<file path="src/rtl/axi_lite_master_cmd_if.sv">
// AXI4-Lite bus bundle between the command-driven master and an interconnect slave port.
interface axi_lite_master_cmd_if #(
    parameter int unsigned ADDR_W = 32,
    parameter int unsigned DATA_W = 32
);
    localparam int unsigned STRB_W = DATA_W / 8;

    logic              awvalid;
    logic              awready;
    logic [ADDR_W-1:0] awaddr;
    logic [2:0]        awprot;
    logic              wvalid;
    logic              wready;
    logic [DATA_W-1:0] wdata;
    logic [STRB_W-1:0] wstrb;
    logic              bvalid;
    logic              bready;
    logic [1:0]        bresp;
    logic              arvalid;
    logic              arready;
    logic [ADDR_W-1:0] araddr;
    logic [2:0]        arprot;
    logic              rvalid;
    logic              rready;
    logic [DATA_W-1:0] rdata;
    logic [1:0]        rresp;

    modport master (
        output awvalid, awaddr, awprot, wvalid, wdata, wstrb, bready,
               arvalid, araddr, arprot, rready,
        input  awready, wready, bvalid, bresp, arready, rvalid, rdata, rresp
    );

    modport slave (
        input  awvalid, awaddr, awprot, wvalid, wdata, wstrb, bready,
               arvalid, araddr, arprot, rready,
        output awready, wready, bvalid, bresp, arready, rvalid, rdata, rresp
    );
endinterface

</file>
<file path="src/rtl/axi_lite_master_cmd.sv">
// Single-outstanding AXI4-Lite master fed by a valid/ready command port, with a
// response timeout that drains the late beat before accepting the next command.
module axi_lite_master_cmd #(
    parameter int unsigned ADDR_W  = 32,
    parameter int unsigned DATA_W  = 32,
    parameter int unsigned TIMEOUT = 256
) (
    input  logic                  aclk,
    input  logic                  areset_n,
    input  logic                  cmd_valid,
    output logic                  cmd_ready,
    input  logic                  cmd_write,
    input  logic [ADDR_W-1:0]     cmd_addr,
    input  logic [DATA_W-1:0]     cmd_wdata,
    input  logic [DATA_W/8-1:0]   cmd_wstrb,
    output logic                  rsp_valid,
    input  logic                  rsp_ready,
    output logic [DATA_W-1:0]     rsp_rdata,
    output logic [1:0]            rsp_resp,
    output logic                  rsp_timeout,
    axi_lite_master_cmd_if.master m_axi
);
    localparam int unsigned STRB_W = DATA_W / 8;
    localparam int unsigned CNT_W  = (TIMEOUT > 1) ? $clog2(TIMEOUT) : 1;

    typedef enum logic [2:0] {
        IDLE, WR_ADDR_DATA, WR_RESP, RD_ADDR, RD_DATA, RESP, DRAIN
    } state_e;

    state_e            state_q, state_d;
    logic              cmd_ready_q, cmd_ready_d;
    logic              awvalid_q, awvalid_d;
    logic              wvalid_q, wvalid_d;
    logic              bready_q, bready_d;
    logic              arvalid_q, arvalid_d;
    logic              rready_q, rready_d;
    logic [ADDR_W-1:0] awaddr_q, awaddr_d;
    logic [ADDR_W-1:0] araddr_q, araddr_d;
    logic [DATA_W-1:0] wdata_q, wdata_d;
    logic [STRB_W-1:0] wstrb_q, wstrb_d;
    logic              aw_done_q, aw_done_d;
    logic              w_done_q, w_done_d;
    logic              rsp_valid_q, rsp_valid_d;
    logic [DATA_W-1:0] rsp_rdata_q, rsp_rdata_d;
    logic [1:0]        rsp_resp_q, rsp_resp_d;
    logic              rsp_timeout_q, rsp_timeout_d;
    logic              drain_pending_q, drain_pending_d;
    logic [CNT_W-1:0]  cnt_q, cnt_d;

    logic aw_hs, w_hs, b_hs, ar_hs, r_hs, rsp_hs, timeout_hit, stale_hs;

    assign aw_hs       = awvalid_q && m_axi.awready;
    assign w_hs        = wvalid_q && m_axi.wready;
    assign b_hs        = bready_q && m_axi.bvalid;
    assign ar_hs       = arvalid_q && m_axi.arready;
    assign r_hs        = rready_q && m_axi.rvalid;
    assign rsp_hs      = rsp_valid_q && rsp_ready;
    assign timeout_hit = (TIMEOUT != 0) && (cnt_q == CNT_W'(TIMEOUT - 1));
    assign stale_hs    = drain_pending_q && (b_hs || r_hs);

    // Next-state and next-output logic; every register defaults to holding its value.
    always_comb begin
        state_d         = state_q;
        awvalid_d       = awvalid_q;
        wvalid_d        = wvalid_q;
        bready_d        = bready_q;
        arvalid_d       = arvalid_q;
        rready_d        = rready_q;
        awaddr_d        = awaddr_q;
        araddr_d        = araddr_q;
        wdata_d         = wdata_q;
        wstrb_d         = wstrb_q;
        aw_done_d       = aw_done_q;
        w_done_d        = w_done_q;
        rsp_valid_d     = rsp_valid_q;
        rsp_rdata_d     = rsp_rdata_q;
        rsp_resp_d      = rsp_resp_q;
        rsp_timeout_d   = rsp_timeout_q;
        drain_pending_d = drain_pending_q;
        cnt_d           = cnt_q;

        unique case (state_q)
            IDLE: begin
                if (cmd_valid) begin
                    if (cmd_write) begin
                        awaddr_d  = cmd_addr;
                        wdata_d   = cmd_wdata;
                        wstrb_d   = cmd_wstrb;
                        awvalid_d = 1'b1;
                        wvalid_d  = 1'b1;
                        aw_done_d = 1'b0;
                        w_done_d  = 1'b0;
                        state_d   = WR_ADDR_DATA;
                    end else begin
                        araddr_d  = cmd_addr;
                        arvalid_d = 1'b1;
                        state_d   = RD_ADDR;
                    end
                end
            end
            WR_ADDR_DATA: begin
                if (aw_hs) begin
                    awvalid_d = 1'b0;
                    aw_done_d = 1'b1;
                end
                if (w_hs) begin
                    wvalid_d = 1'b0;
                    w_done_d = 1'b1;
                end
                if ((aw_done_q || aw_hs) && (w_done_q || w_hs)) begin
                    bready_d = 1'b1;
                    cnt_d    = '0;
                    state_d  = WR_RESP;
                end
            end
            WR_RESP: begin
                if (b_hs) begin
                    bready_d      = 1'b0;
                    rsp_valid_d   = 1'b1;
                    rsp_resp_d    = m_axi.bresp;
                    rsp_rdata_d   = '0;
                    rsp_timeout_d = 1'b0;
                    state_d       = RESP;
                end else if (timeout_hit) begin
                    rsp_valid_d     = 1'b1;
                    rsp_resp_d      = 2'b10;
                    rsp_rdata_d     = '0;
                    rsp_timeout_d   = 1'b1;
                    drain_pending_d = 1'b1;
                    state_d         = RESP;
                end else begin
                    cnt_d = cnt_q + CNT_W'(1);
                end
            end
            RD_ADDR: begin
                if (ar_hs) begin
                    arvalid_d = 1'b0;
                    rready_d  = 1'b1;
                    cnt_d     = '0;
                    state_d   = RD_DATA;
                end
            end
            RD_DATA: begin
                if (r_hs) begin
                    rready_d      = 1'b0;
                    rsp_valid_d   = 1'b1;
                    rsp_resp_d    = m_axi.rresp;
                    rsp_rdata_d   = m_axi.rdata;
                    rsp_timeout_d = 1'b0;
                    state_d       = RESP;
                end else if (timeout_hit) begin
                    rsp_valid_d     = 1'b1;
                    rsp_resp_d      = 2'b10;
                    rsp_rdata_d     = '0;
                    rsp_timeout_d   = 1'b1;
                    drain_pending_d = 1'b1;
                    state_d         = RESP;
                end else begin
                    cnt_d = cnt_q + CNT_W'(1);
                end
            end
            RESP: begin
                // A late beat for a timed-out transfer may land while the response waits.
                if (stale_hs) begin
                    bready_d        = 1'b0;
                    rready_d        = 1'b0;
                    drain_pending_d = 1'b0;
                end
                if (rsp_hs) begin
                    rsp_valid_d = 1'b0;
                    state_d     = (drain_pending_q && !stale_hs) ? DRAIN : IDLE;
                end
            end
            DRAIN: begin
                if (b_hs || r_hs) begin
                    bready_d        = 1'b0;
                    rready_d        = 1'b0;
                    drain_pending_d = 1'b0;
                    state_d         = IDLE;
                end
            end
            default: state_d = IDLE;
        endcase

        cmd_ready_d = (state_d == IDLE);
    end

    always_ff @(posedge aclk or negedge areset_n) begin
        if (!areset_n) begin
            state_q         <= IDLE;
            cmd_ready_q     <= 1'b1;
            awvalid_q       <= 1'b0;
            wvalid_q        <= 1'b0;
            bready_q        <= 1'b0;
            arvalid_q       <= 1'b0;
            rready_q        <= 1'b0;
            awaddr_q        <= '0;
            araddr_q        <= '0;
            wdata_q         <= '0;
            wstrb_q         <= '0;
            aw_done_q       <= 1'b0;
            w_done_q        <= 1'b0;
            rsp_valid_q     <= 1'b0;
            rsp_rdata_q     <= '0;
            rsp_resp_q      <= 2'b00;
            rsp_timeout_q   <= 1'b0;
            drain_pending_q <= 1'b0;
            cnt_q           <= '0;
        end else begin
            state_q         <= state_d;
            cmd_ready_q     <= cmd_ready_d;
            awvalid_q       <= awvalid_d;
            wvalid_q        <= wvalid_d;
            bready_q        <= bready_d;
            arvalid_q       <= arvalid_d;
            rready_q        <= rready_d;
            awaddr_q        <= awaddr_d;
            araddr_q        <= araddr_d;
            wdata_q         <= wdata_d;
            wstrb_q         <= wstrb_d;
            aw_done_q       <= aw_done_d;
            w_done_q        <= w_done_d;
            rsp_valid_q     <= rsp_valid_d;
            rsp_rdata_q     <= rsp_rdata_d;
            rsp_resp_q      <= rsp_resp_d;
            rsp_timeout_q   <= rsp_timeout_d;
            drain_pending_q <= drain_pending_d;
            cnt_q           <= cnt_d;
        end
    end

    assign cmd_ready     = cmd_ready_q;
    assign rsp_valid     = rsp_valid_q;
    assign rsp_rdata     = rsp_rdata_q;
    assign rsp_resp      = rsp_resp_q;
    assign rsp_timeout   = rsp_timeout_q;
    assign m_axi.awvalid = awvalid_q;
    assign m_axi.awaddr  = awaddr_q;
    assign m_axi.awprot  = 3'b000;
    assign m_axi.wvalid  = wvalid_q;
    assign m_axi.wdata   = wdata_q;
    assign m_axi.wstrb   = wstrb_q;
    assign m_axi.bready  = bready_q;
    assign m_axi.arvalid = arvalid_q;
    assign m_axi.araddr  = araddr_q;
    assign m_axi.arprot  = 3'b000;
    assign m_axi.rready  = rready_q;
endmodule

</file>
<file path="src/flat_wrapper.sv">
// flat-port wrapper written by rule: the top's interface ports become plain ports
module axi_lite_master_cmd_flat 
#(
    parameter int unsigned ADDR_W  = 32,
    parameter int unsigned DATA_W  = 32,
    parameter int unsigned TIMEOUT = 256
)
  (aclk, areset_n, cmd_valid, cmd_ready, cmd_write, cmd_addr, cmd_wdata, cmd_wstrb, rsp_valid, rsp_ready, rsp_rdata, rsp_resp, rsp_timeout, m_axi_awvalid, m_axi_awaddr, m_axi_awprot, m_axi_wvalid, m_axi_wdata, m_axi_wstrb, m_axi_bready, m_axi_arvalid, m_axi_araddr, m_axi_arprot, m_axi_rready, m_axi_awready, m_axi_wready, m_axi_bvalid, m_axi_bresp, m_axi_arready, m_axi_rvalid, m_axi_rdata, m_axi_rresp);
  axi_lite_master_cmd_if #(.ADDR_W(ADDR_W), .DATA_W(DATA_W)) m_axi_i ();
  input  logic aclk;
  input  logic areset_n;
  input  logic cmd_valid;
  output logic cmd_ready;
  input  logic cmd_write;
  input  logic [ADDR_W-1:0] cmd_addr;
  input  logic [DATA_W-1:0] cmd_wdata;
  input  logic [DATA_W/8-1:0] cmd_wstrb;
  output logic rsp_valid;
  input  logic rsp_ready;
  output logic [DATA_W-1:0] rsp_rdata;
  output logic [1:0] rsp_resp;
  output logic rsp_timeout;
  output wire logic [$bits(m_axi_i.awvalid)-1:0] m_axi_awvalid;
  output wire logic [$bits(m_axi_i.awaddr)-1:0] m_axi_awaddr;
  output wire logic [$bits(m_axi_i.awprot)-1:0] m_axi_awprot;
  output wire logic [$bits(m_axi_i.wvalid)-1:0] m_axi_wvalid;
  output wire logic [$bits(m_axi_i.wdata)-1:0] m_axi_wdata;
  output wire logic [$bits(m_axi_i.wstrb)-1:0] m_axi_wstrb;
  output wire logic [$bits(m_axi_i.bready)-1:0] m_axi_bready;
  output wire logic [$bits(m_axi_i.arvalid)-1:0] m_axi_arvalid;
  output wire logic [$bits(m_axi_i.araddr)-1:0] m_axi_araddr;
  output wire logic [$bits(m_axi_i.arprot)-1:0] m_axi_arprot;
  output wire logic [$bits(m_axi_i.rready)-1:0] m_axi_rready;
  input wire logic [$bits(m_axi_i.awready)-1:0] m_axi_awready;
  input wire logic [$bits(m_axi_i.wready)-1:0] m_axi_wready;
  input wire logic [$bits(m_axi_i.bvalid)-1:0] m_axi_bvalid;
  input wire logic [$bits(m_axi_i.bresp)-1:0] m_axi_bresp;
  input wire logic [$bits(m_axi_i.arready)-1:0] m_axi_arready;
  input wire logic [$bits(m_axi_i.rvalid)-1:0] m_axi_rvalid;
  input wire logic [$bits(m_axi_i.rdata)-1:0] m_axi_rdata;
  input wire logic [$bits(m_axi_i.rresp)-1:0] m_axi_rresp;
  assign m_axi_awvalid = m_axi_i.awvalid;
  assign m_axi_awaddr = m_axi_i.awaddr;
  assign m_axi_awprot = m_axi_i.awprot;
  assign m_axi_wvalid = m_axi_i.wvalid;
  assign m_axi_wdata = m_axi_i.wdata;
  assign m_axi_wstrb = m_axi_i.wstrb;
  assign m_axi_bready = m_axi_i.bready;
  assign m_axi_arvalid = m_axi_i.arvalid;
  assign m_axi_araddr = m_axi_i.araddr;
  assign m_axi_arprot = m_axi_i.arprot;
  assign m_axi_rready = m_axi_i.rready;
  assign m_axi_i.awready = m_axi_awready;
  assign m_axi_i.wready = m_axi_wready;
  assign m_axi_i.bvalid = m_axi_bvalid;
  assign m_axi_i.bresp = m_axi_bresp;
  assign m_axi_i.arready = m_axi_arready;
  assign m_axi_i.rvalid = m_axi_rvalid;
  assign m_axi_i.rdata = m_axi_rdata;
  assign m_axi_i.rresp = m_axi_rresp;
  axi_lite_master_cmd #(.ADDR_W(ADDR_W), .DATA_W(DATA_W), .TIMEOUT(TIMEOUT)) u_core (.aclk(aclk), .areset_n(areset_n), .cmd_valid(cmd_valid), .cmd_ready(cmd_ready), .cmd_write(cmd_write), .cmd_addr(cmd_addr), .cmd_wdata(cmd_wdata), .cmd_wstrb(cmd_wstrb), .rsp_valid(rsp_valid), .rsp_ready(rsp_ready), .rsp_rdata(rsp_rdata), .rsp_resp(rsp_resp), .rsp_timeout(rsp_timeout), .m_axi(m_axi_i));
endmodule
</file>
<file path="config.mk">
export PLATFORM = sky130hd
export DESIGN_NAME = axi_lite_master_cmd_flat
export DESIGN_NICKNAME = d
export VERILOG_FILES = /design/src/rtl/axi_lite_master_cmd_if.sv /design/src/rtl/axi_lite_master_cmd.sv /design/src/flat_wrapper.sv
export SDC_FILE = /design/constraint.sdc
export NUM_CORES = 1
export LEC_CHECK = 0
export CORE_MARGIN = 2
export CORE_UTILIZATION = 45
export CTS_CLUSTER_SIZE = 16
export DETAILED_ROUTE_END_ITERATION = 10
export PLACE_DENSITY_LB_ADDON = 0.08
export SYNTH_ARGS = -nofsm -noshare
export SYNTH_HDL_FRONTEND = slang
export SYNTH_SLANG_ARGS = --single-unit
</file>
<file path="constraint.sdc">
create_clock -name aclk -period 4.27 [get_ports aclk]
set_input_delay 0.854 -clock aclk [delete_from_list [all_inputs] [get_ports aclk]]
set_output_delay 0.854 -clock aclk [all_outputs]
set_load 0.01 [all_outputs]
</file>
### Yosys cells after proc, flatten, opt, wreduce, memory -nomap -nowiden

Index checks and enable logic that the tools add are counted.
Widths: inputs -> output; s select.

| word-level totals | value |
|---|---|
| register bits | 156 |
| bits of input ports | 114 |
| output and inout bits | 148 |

| cells by class | value |
|---|---|
| add/sub/neg operators | 1 |
| equality and inequality tests | 21 |
| multiplexer cells | 62 |
| bitwise gates (word level) | 1 |
| reductions and logical operators | 33 |

Operators with widths:

| kind | number |
|---|---|
| $mux 32 | 3 |
| $pmux 32 s2 | 1 |
| $mux 8 | 5 |
| $pmux 8 s4 | 1 |
| $mux 1 | 27 |
| $mux 3 | 9 |
| $pmux 3 s7 | 1 |
| $reduce_and 5->1 | 4 |
| $ne 2x1->1 const B | 9 |
| $reduce_bool 4->1 | 4 |
| $pmux 1 s2 | 6 |
| $pmux 1 s4 | 3 |
| $reduce_and 4->1 | 3 |
| $ne 2x2->1 const B | 5 |
| $eq 3x3->1 const B | 3 |
| $logic_and 1x1->1 | 9 |
| $add 8x1->8 const B | 1 |
| $eq 8x8->1 const B | 1 |
| $mux 2 | 4 |
| $eq 3x2->1 const B | 2 |
| $logic_not 3->1 | 2 |
| $reduce_and 3->1 | 2 |
| $reduce_bool 2->1 | 3 |
| $pmux 2 s2 | 1 |
| other kinds (7) | 9 |

### Logic depth before layout (Yosys ltp)

Gate-level depths: netlist (run 1).

| logic depth | value |
|---|---|
| word-level depth | 9 |
| depth in mapped cells | 7 |

### Least setup slack after synthesis (run 1)

OpenSTA, ideal clock, no wires.

| timing | value |
|---|---|
| path type | input port to flip-flop |
| start point | input m_axi_wready |
| end point | register u_core.cnt_q[5] |
| arrival time | 2.042 ns |
| path slack | 2.102 ns |
| stages on the path | 5 |
| buffers on the path | 0 |
| cells stage by stage | a21oi_1 o311a_1 a2111oi_4 a21boi_0 o22ai_1 |

| on the way | value |
|---|---|
| cells in the longest elaborated chain, start to end | 5 |

Ends and longest elaborated chain:

| what | line | source |
|---|---|---|
| from (decl) | flat_wrapper.sv:35 | `input wire logic [$bits(m_axi_i.wready)-1:0] m_axi_wready;` |
| $logic_and 1x1->1 | axi_lite_master_cmd.sv:53 | `assign w_hs = wvalid_q && m_axi.wready;` |
| $logic_or 1x1->1 | axi_lite_master_cmd.sv:110 | `if ((aw_done_q \|\| aw_hs) && (w_done_q \|\| w_hs)) begin` |
| $logic_and 1x1->1 | axi_lite_master_cmd.sv:110 |  |
| $ne 2x1->1 (no source line) | -- |  |
| $reduce_and 5->1 (no source line) | -- |  |
| to (signal assigned) | axi_lite_master_cmd.sv:228 | `cnt_q <= cnt_d;` |
| to (decl) | axi_lite_master_cmd.sv:48 | `logic [CNT_W-1:0] cnt_q, cnt_d;` |

No other way between the ends.
A chain may end at the register's enable or synchronous reset.

### Worst setup path after layout (run 1)

| timing | value |
|---|---|
| start point | register u_core.state_q[1] |
| end point | register u_core.cnt_q[4] |

| on the way | value |
|---|---|
| cells in the longest elaborated chain, start to end | 3 |
| elaborated cells on any way between the ends | 11 |
| those cells by class | eq/ne: 8; mux: 1; reduce/logical: 2 |

Ends and longest elaborated chain:

| what | line | source |
|---|---|---|
| from (decl) | axi_lite_master_cmd.sv:30 | `state_e state_q, state_d;` |
| from (signal assigned) | axi_lite_master_cmd.sv:210 | `state_q <= state_d;` |
| $eq 3x3->1 (tied with other cells) | axi_lite_master_cmd.sv:82 | `unique case (state_q)` |
| $ne 2x2->1 (no source line) (tied with other cells) | -- |  |
| $reduce_and 5->1 (no source line) | -- |  |

Several ways; a longest one is shown, not always the timed one.

==> results.yml, run 1 <==
pwr:
  swShare: 0.196
  clock_power_share: 0.492
  power_w: 0.00320
  combinationalPowerShare: 0.046
  seqPwrFrac: 0.462
  vdd_drop_max_uv: 254
  p_int_w: 0.00258
  cellPowerDensity_nw_per_um2: 332
  power.leakage_nw: 4.57
  netSwitchingPower_w: 0.000628
routing:
  drt_first_pass_iters: 4
  drtIter0Drc: 279
  wirelength_um: 17500
  avgRoutedWirePerCell_um: 16.9
  dr_total_vias: 5326
  drc: 0
  ant_nets: 0
  post_drt_via_cell_ratio: 5.16
layout:
  post-route-util: 0.698
  nets: 956
  final_cell_mix: "clkdlybuf4s50_1, nand2_1, dfrtp_1"
  final_cells: 1033
  drive_gt1_frac: 0.0973
  diodes: 0
  area_delta_synth_final_pct: 52.5
  final_common_cell: "clkdlybuf4s50_1"
synth:
  synthFlopType: "dfrtp_1"
  syn_area_um2: 6330
  yosysSeqAreaShare: 0.617
  ys_seq_elements: 156
  synth_top_area_cell: "dfrtp_1"
  synth_edf_count: 0
  yosysWarningCount: 0
  synth-async-reset-ratio: 1.00
  syn_inst: 593
  synth.distinct_cells: 53
  syn_area_per_cell_um2: 10.7
  synthTopCellsByArea: "dfrtp_1, nand2_1, mux2_2, a22o_1, clkbuf_1"
  synth_top_area_share: 0.613
sta:
  fin_crit_sh: 0.610
  slew_violations: 0
  tightest_slew_ns: 0.878
  finalSetupViolations: 0
  rsz0062_at_grt: "false"
  fmax_ghz: 0.384
  fin_skew_ns: 0.00719
  final-hold-violation-count: 0
  slew_headroom: 0.415
  tns_ns: 0
  period_needed_ns: 2.61
clock_network:
  path_clk_slew_ns: 0.06
  ctsHoldBuffers: 0
  numClockSinks: 156
  cts_inserted_buffers: 17
  htree_levels: 4
  post_cts_buffers: 0
  cts_resized: 0
  clk_latency_ns: 0.42
  clock_path_buffers: 2
  cts_tree: "yes"
  cts-root-buf: "clkbuf_16"
place:
  hpwl_um: 12200
  port-buffer-count: 255
  placed_cells: 1002
  gp_congestion: 0.873
grt:
  grt_max_degree: 96
  grt_usage: 0.238
  grt_pass1_wl_um: 27400
  antenna_found_initial: 0
  gr-total-overflow: 0
  grt_pass1_vias: 5426
worst_hold_path:
  hold_start: "u_core.m_axi.awaddr[20]$_DFFE_PN0P_"
  hold_path_class: "flop to flop"
  hold_path_depth: 2
  min_to: "u_core.m_axi.awaddr[20]$_DFFE_PN0P_"
run:
  drv_cap: 0
worst_setup_path:
  setup.worst_path.end_class: "flop"
  startpoint_type: "flop"
  timing.rr.end: "u_core.cnt_q[4]$_DFFE_PN0P_"
  r2r_cells: 7
  arrival_ns: 2.92
  crit_fanout: 39
  r2r_slack_ns: 1.66
  cp.required_ns: 4.58
  r2r_start: "u_core.state_q[1]$_DFF_PN0_"
  critical_path_class: "flop to flop"
outcome:
  status: "finished clean"
floorplan:
  pin_count: 262
  core_area_um2: 13800
  dieWidth_um: 123
  num_rows: 43
  die_height_um: 123
  die_area_um2: 15000
  initial_utilization: 0.458
[area by class of cell]
| type | count | area [um2] |
|---|---|---|
| Multi-Input combinational cell | 399 | 2250 |
| Tap cell | 180 | 225 |
| Clock inverter | 11 | 168 |
| Inverter | 4 | 15.0 |
| Fill cell | 1014 | 4180 |
| Timing Repair Buffer | 263 | 2630 |
| Clock buffer | 20 | 457 |
| Sequential cell | 156 | 3910 |
[synthesized netlist by cell type, drive strengths merged, types with 2 or more instances]
library cell and instances:
a21boi 2, a21o 2, a21oi 11, a22o 37, a31oi 6, a32o 2, a32oi 2, and3 4
buf 20, clkbuf 19, dfrtp 155, inv 4, mux2 32, nand2 223, nand2b 5, nand3 4
nand4 4, nor2 15, nor2b 3, nor3 7, o21ai 8, o22ai 2, o2bb2ai 3
[registers in the layout (all words and copies together), names as in the netlist, 2 cells and up]
signal / cells
u_core.m_axi.araddr: 32
u_core.m_axi.awaddr: 32
u_core.m_axi.wdata: 32
u_core.rsp_rdata: 32
u_core.cnt_q: 8
u_core.m_axi.wstrb: 4
u_core.state_q: 3
u_core.rsp_resp: 2
[critical path: stages (launching register included)]
cell,delay (ns)
dfrtp_1,0.78
nand2b_1,0.31
nor3_4,0.06
buf_4,0.29
a211oi_4,0.24
buf_4,0.38
nand2_1,0.18
o41ai_2,0.23
[metal layers]
metal / track usage / part of all wire / up-vias
met5: 0 / 0 / -
met1: 0.274 / 0.38 / 2572
met2: 0.394 / 0.49 / 240
met4: 0.0963 / 0.030 / 0
met3: 0.101 / 0.098 / 35
li1: - / - / 2479
[power by group through the flow]
stage          combinational [W]  clock, W  sequential, W
2_1_floorplan         0.00000891         0        0.00151
3_3_place_gp            0.000147         0        0.00151
5_1_grt                 0.000161   0.00168        0.00148
6_report                0.000148   0.00158        0.00148
4_1_cts                 0.000151   0.00161        0.00148
3_5_place_dp            0.000149         0        0.00151
[through the flow]
stage,worst slack (ns),instance area (um2),hold slack (ns)
3_3_place_gp,1.37,9020,0.457
6_report,1.66,9650,0.470
4_1_cts,1.66,9650,0.477
2_1_floorplan,2.10,6340,0.463
5_1_grt,1.41,9650,0.494
3_5_place_dp,1.29,9020,0.461
[how the worst max path moves through the flow]
stage,startpoint,endpoint,slack [ns]
floorplan,m_axi_wready,u_core.cnt_q[5]$_DFFE_PN0P_,2.10
global placement,m_axi_rvalid,u_core.cnt_q[4]$_DFFE_PN0P_,1.37
detailed placement,m_axi_rvalid,u_core.cnt_q[4]$_DFFE_PN0P_,1.29
CTS,u_core.state_q[1]$_DFF_PN0_,u_core.cnt_q[4]$_DFFE_PN0P_,1.66
global route,u_core.state_q[1]$_DFF_PN0_,u_core.cnt_q[4]$_DFFE_PN0P_,1.41
finish,u_core.state_q[1]$_DFF_PN0_,u_core.cnt_q[4]$_DFFE_PN0P_,1.66
[cells by family after synthesis]
family | count (synthesis) | synth area share
mux | 33 | 0.0585
compound gates | 87 | 0.113
simple gates | 272 | 0.177
buf+inv | 43 | 0.0320
fa+ha+maj | 1 | 0.00198
flops | 156 | 0.617
other cells | 1 | 0.000593
(Power assumes the default switching activity.)
==> inputs of run 2 (changes only) <==
--- a/config.mk
+++ b/config.mk
@@ -6,7 +6,7 @@
 export NUM_CORES = 1
 export LEC_CHECK = 0
 export CORE_MARGIN = 2
-export CORE_UTILIZATION = 45
+export CORE_UTILIZATION = 39
 export CTS_CLUSTER_SIZE = 16
 export DETAILED_ROUTE_END_ITERATION = 10
 export PLACE_DENSITY_LB_ADDON = 0.08
==> constraint.sdc (replaced) <==
create_clock -name aclk -period 2.2 [get_ports aclk]
set_input_delay 0.44 -clock aclk [delete_from_list [all_inputs] [get_ports aclk]]
set_output_delay 0.44 -clock aclk [all_outputs]
set_load 0.01 [all_outputs]
==> run 2 against run 1 <==
Critical path depth down 1. Die area up 15%. Utilization down 7.8 points. Wire length up 6.2%. Sequential cell count unchanged. Via count up 0.71%. Largest cell class unchanged. First-iteration DRC count up 10%. Highest routed layer unchanged. Clock power up 76%. Final cell count up 5.6%. Sequential power up 94%.
==> results.yml, run 2 (synthesized netlist as in run 1, its figures left out) <==
clock_network:
  path_clk_slew_ns: 0.07
  cts-root-buf: "clkbuf_16"
  cts_tree: "yes"
  cts_inserted_buffers: 17
  ctsHoldBuffers: 0
  clock_path_buffers: 2
  numClockSinks: 156
  post_cts_buffers: 0
  cts_resized: 0
  htree_levels: 4
  clk_latency_ns: 0.42
grt:
  antenna_found_initial: 0
  grt_pass1_wl_um: 30200
  grt_usage: 0.220
  gr-total-overflow: 0
  grt_pass1_vias: 5760
  grt_max_degree: 60
worst_setup_path:
  crit_cells: 6
  startpoint_type: "flop"
  cp.required_ns: 2.49
  cp_cell_sequence: "nand3_1 > o311a_1 > a2111oi_4 > buf_4 > a21boi_0 > o22ai_1"
  cpMaxStageDelayCell: "dfrtp_1"
  slowest_delay_ns: 0.63
  critical_path_class: "flop to flop"
  arrival_ns: 2.32
  crit_family: "compound AO/OA/AOI/OAI gates"
  crit_fanout: 15
  setup.worst_path.end_class: "flop"
  r2r_cells: 6
  critPathBufInv: 1
pwr:
  combinationalPowerShare: 0.050
  clock_power_share: 0.468
  netSwitchingPower_w: 0.00130
  vdd_drop_max_uv: 572
  cellPowerDensity_nw_per_um2: 604
  power.leakage_nw: 4.66
  swShare: 0.218
  seqPwrFrac: 0.482
  p_int_w: 0.00465
routing:
  dr_total_vias: 5364
  drc: 0
  post_drt_via_cell_ratio: 4.92
  avgRoutedWirePerCell_um: 17.0
  drt_first_pass_iters: 4
  drtIter0Drc: 308
  ant_nets: 0
  wirelength_um: 18600
sta:
  tns_ns: 0
  slew_violations: 0
  slew_headroom: 0.606
  tightest_slew_ns: 0.591
  final-hold-violation-count: 0
  fmax_ghz: 0.493
  rsz0062_at_grt: "false"
  hold_ws_ns: 0.00425
  fin_skew_ns: 0.00904
  period_needed_ns: 2.03
  fin_crit_sh: 0.923
  finalSetupViolations: 0
floorplan:
  num_rows: 46
  initial_utilization: 0.398
  die_area_um2: 17300
  pin_count: 262
  core_area_um2: 15900
  die_height_um: 131
  dieWidth_um: 131
layout:
  final_common_cell: "clkdlybuf4s50_1"
  diodes: 0
  final_cell_area_um2: 9850
  drive_gt1_frac: 0.119
  nFillCells: 1301
  area_delta_synth_final_pct: 55.7
  nets: 977
  final_cell_mix: "clkdlybuf4s50_1, nand2_1, dfrtp_1"
worst_hold_path:
  hold_path_class: "input pin to asynchronous set/reset pin"
place:
  port-buffer-count: 255
  hpwl_um: 13500
  placed_cell_area_um2: 9290
  gp_congestion: 0.827
run:
  drv_cap: 0
outcome:
  status: "finished clean"
-- run 2: power by group through the flow --
| stage | Clock (W) | Sequential (W) | Combinational, W |
|---|---|---|---|
| finish | 0.00278 | 0.00287 | 0.000297 |
| detailed placement | 0 | 0.00292 | 0.000301 |
| floorplan | 0 | 0.00292 | 0.0000173 |
| global route | 0.00297 | 0.00287 | 0.000322 |
| global placement | 0 | 0.00292 | 0.000296 |
| CTS | 0.00285 | 0.00287 | 0.000302 |
-- run 2: layout make-up --
class	instances	area [um2]	area share
inverter	4	15.0	0.00152
sequential	156	3910	0.396
multi-input combinational	399	2250	0.229
clock buffer	20	447	0.0453
tap	216	270	0.0274
timing repair buffer	284	2850	0.289
clock inverter	12	114	0.0116
-- run 2: metal layers --
layer	global-route usage	up-vias	part of all wire
li1	-	2525	-
met1	0.260	2605	0.40
met2	0.360	207	0.48
met3	0.0872	27	0.094
met4	0.0857	0	0.021
met5	0	-	0
-- run 2: path summary, 6_finish.rpt --
kind,to,start,slack (ns)
max,u_core.cnt_q[5]$_DFFE_PN0P_,u_core.state_q[1]$_DFF_PN0_,0.17
min,u_core.m_axi.awaddr[18]$_DFFE_PN0P_,areset_n,0.004
max reg2reg,u_core.cnt_q[5]$_DFFE_PN0P_,u_core.state_q[1]$_DFF_PN0_,0.17
min reg2reg,u_core.m_axi.wdata[7]$_DFFE_PN0P_,u_core.m_axi.wdata[7]$_DFFE_PN0P_,0.47
max in group asynchronous,u_core.m_axi.wdata[4]$_DFFE_PN0P_,areset_n,1.47
min in group aclk,u_core.m_axi.wdata[7]$_DFFE_PN0P_,u_core.m_axi.wdata[7]$_DFFE_PN0P_,0.47
-- run 2: worst register-to-register path: stages (launching register included) --
cell and delay, ns:
dfrtp_1 0.63, nand3_1 0.25, o311a_1 0.22, a2111oi_4 0.31
buf_4 0.21, a21boi_0 0.19, o22ai_1 0.10
-- run 2: metrics by stage --
step | worst slack, ns | std cells | utilization | total power (W)
6_report | 0.170 | 1091 | 0.620 | 0.00595
5_1_grt | 0.0329 | 1091 | 0.620 | 0.00617
4_1_cts | 0.183 | 1091 | 0.620 | 0.00602
3_5_place_dp | -0.130 | 1059 | 0.585 | 0.00322
3_3_place_gp | -0.121 | 1059 | 0.585 | 0.00322
2_1_floorplan | 0.406 | 598 | - | 0.00294
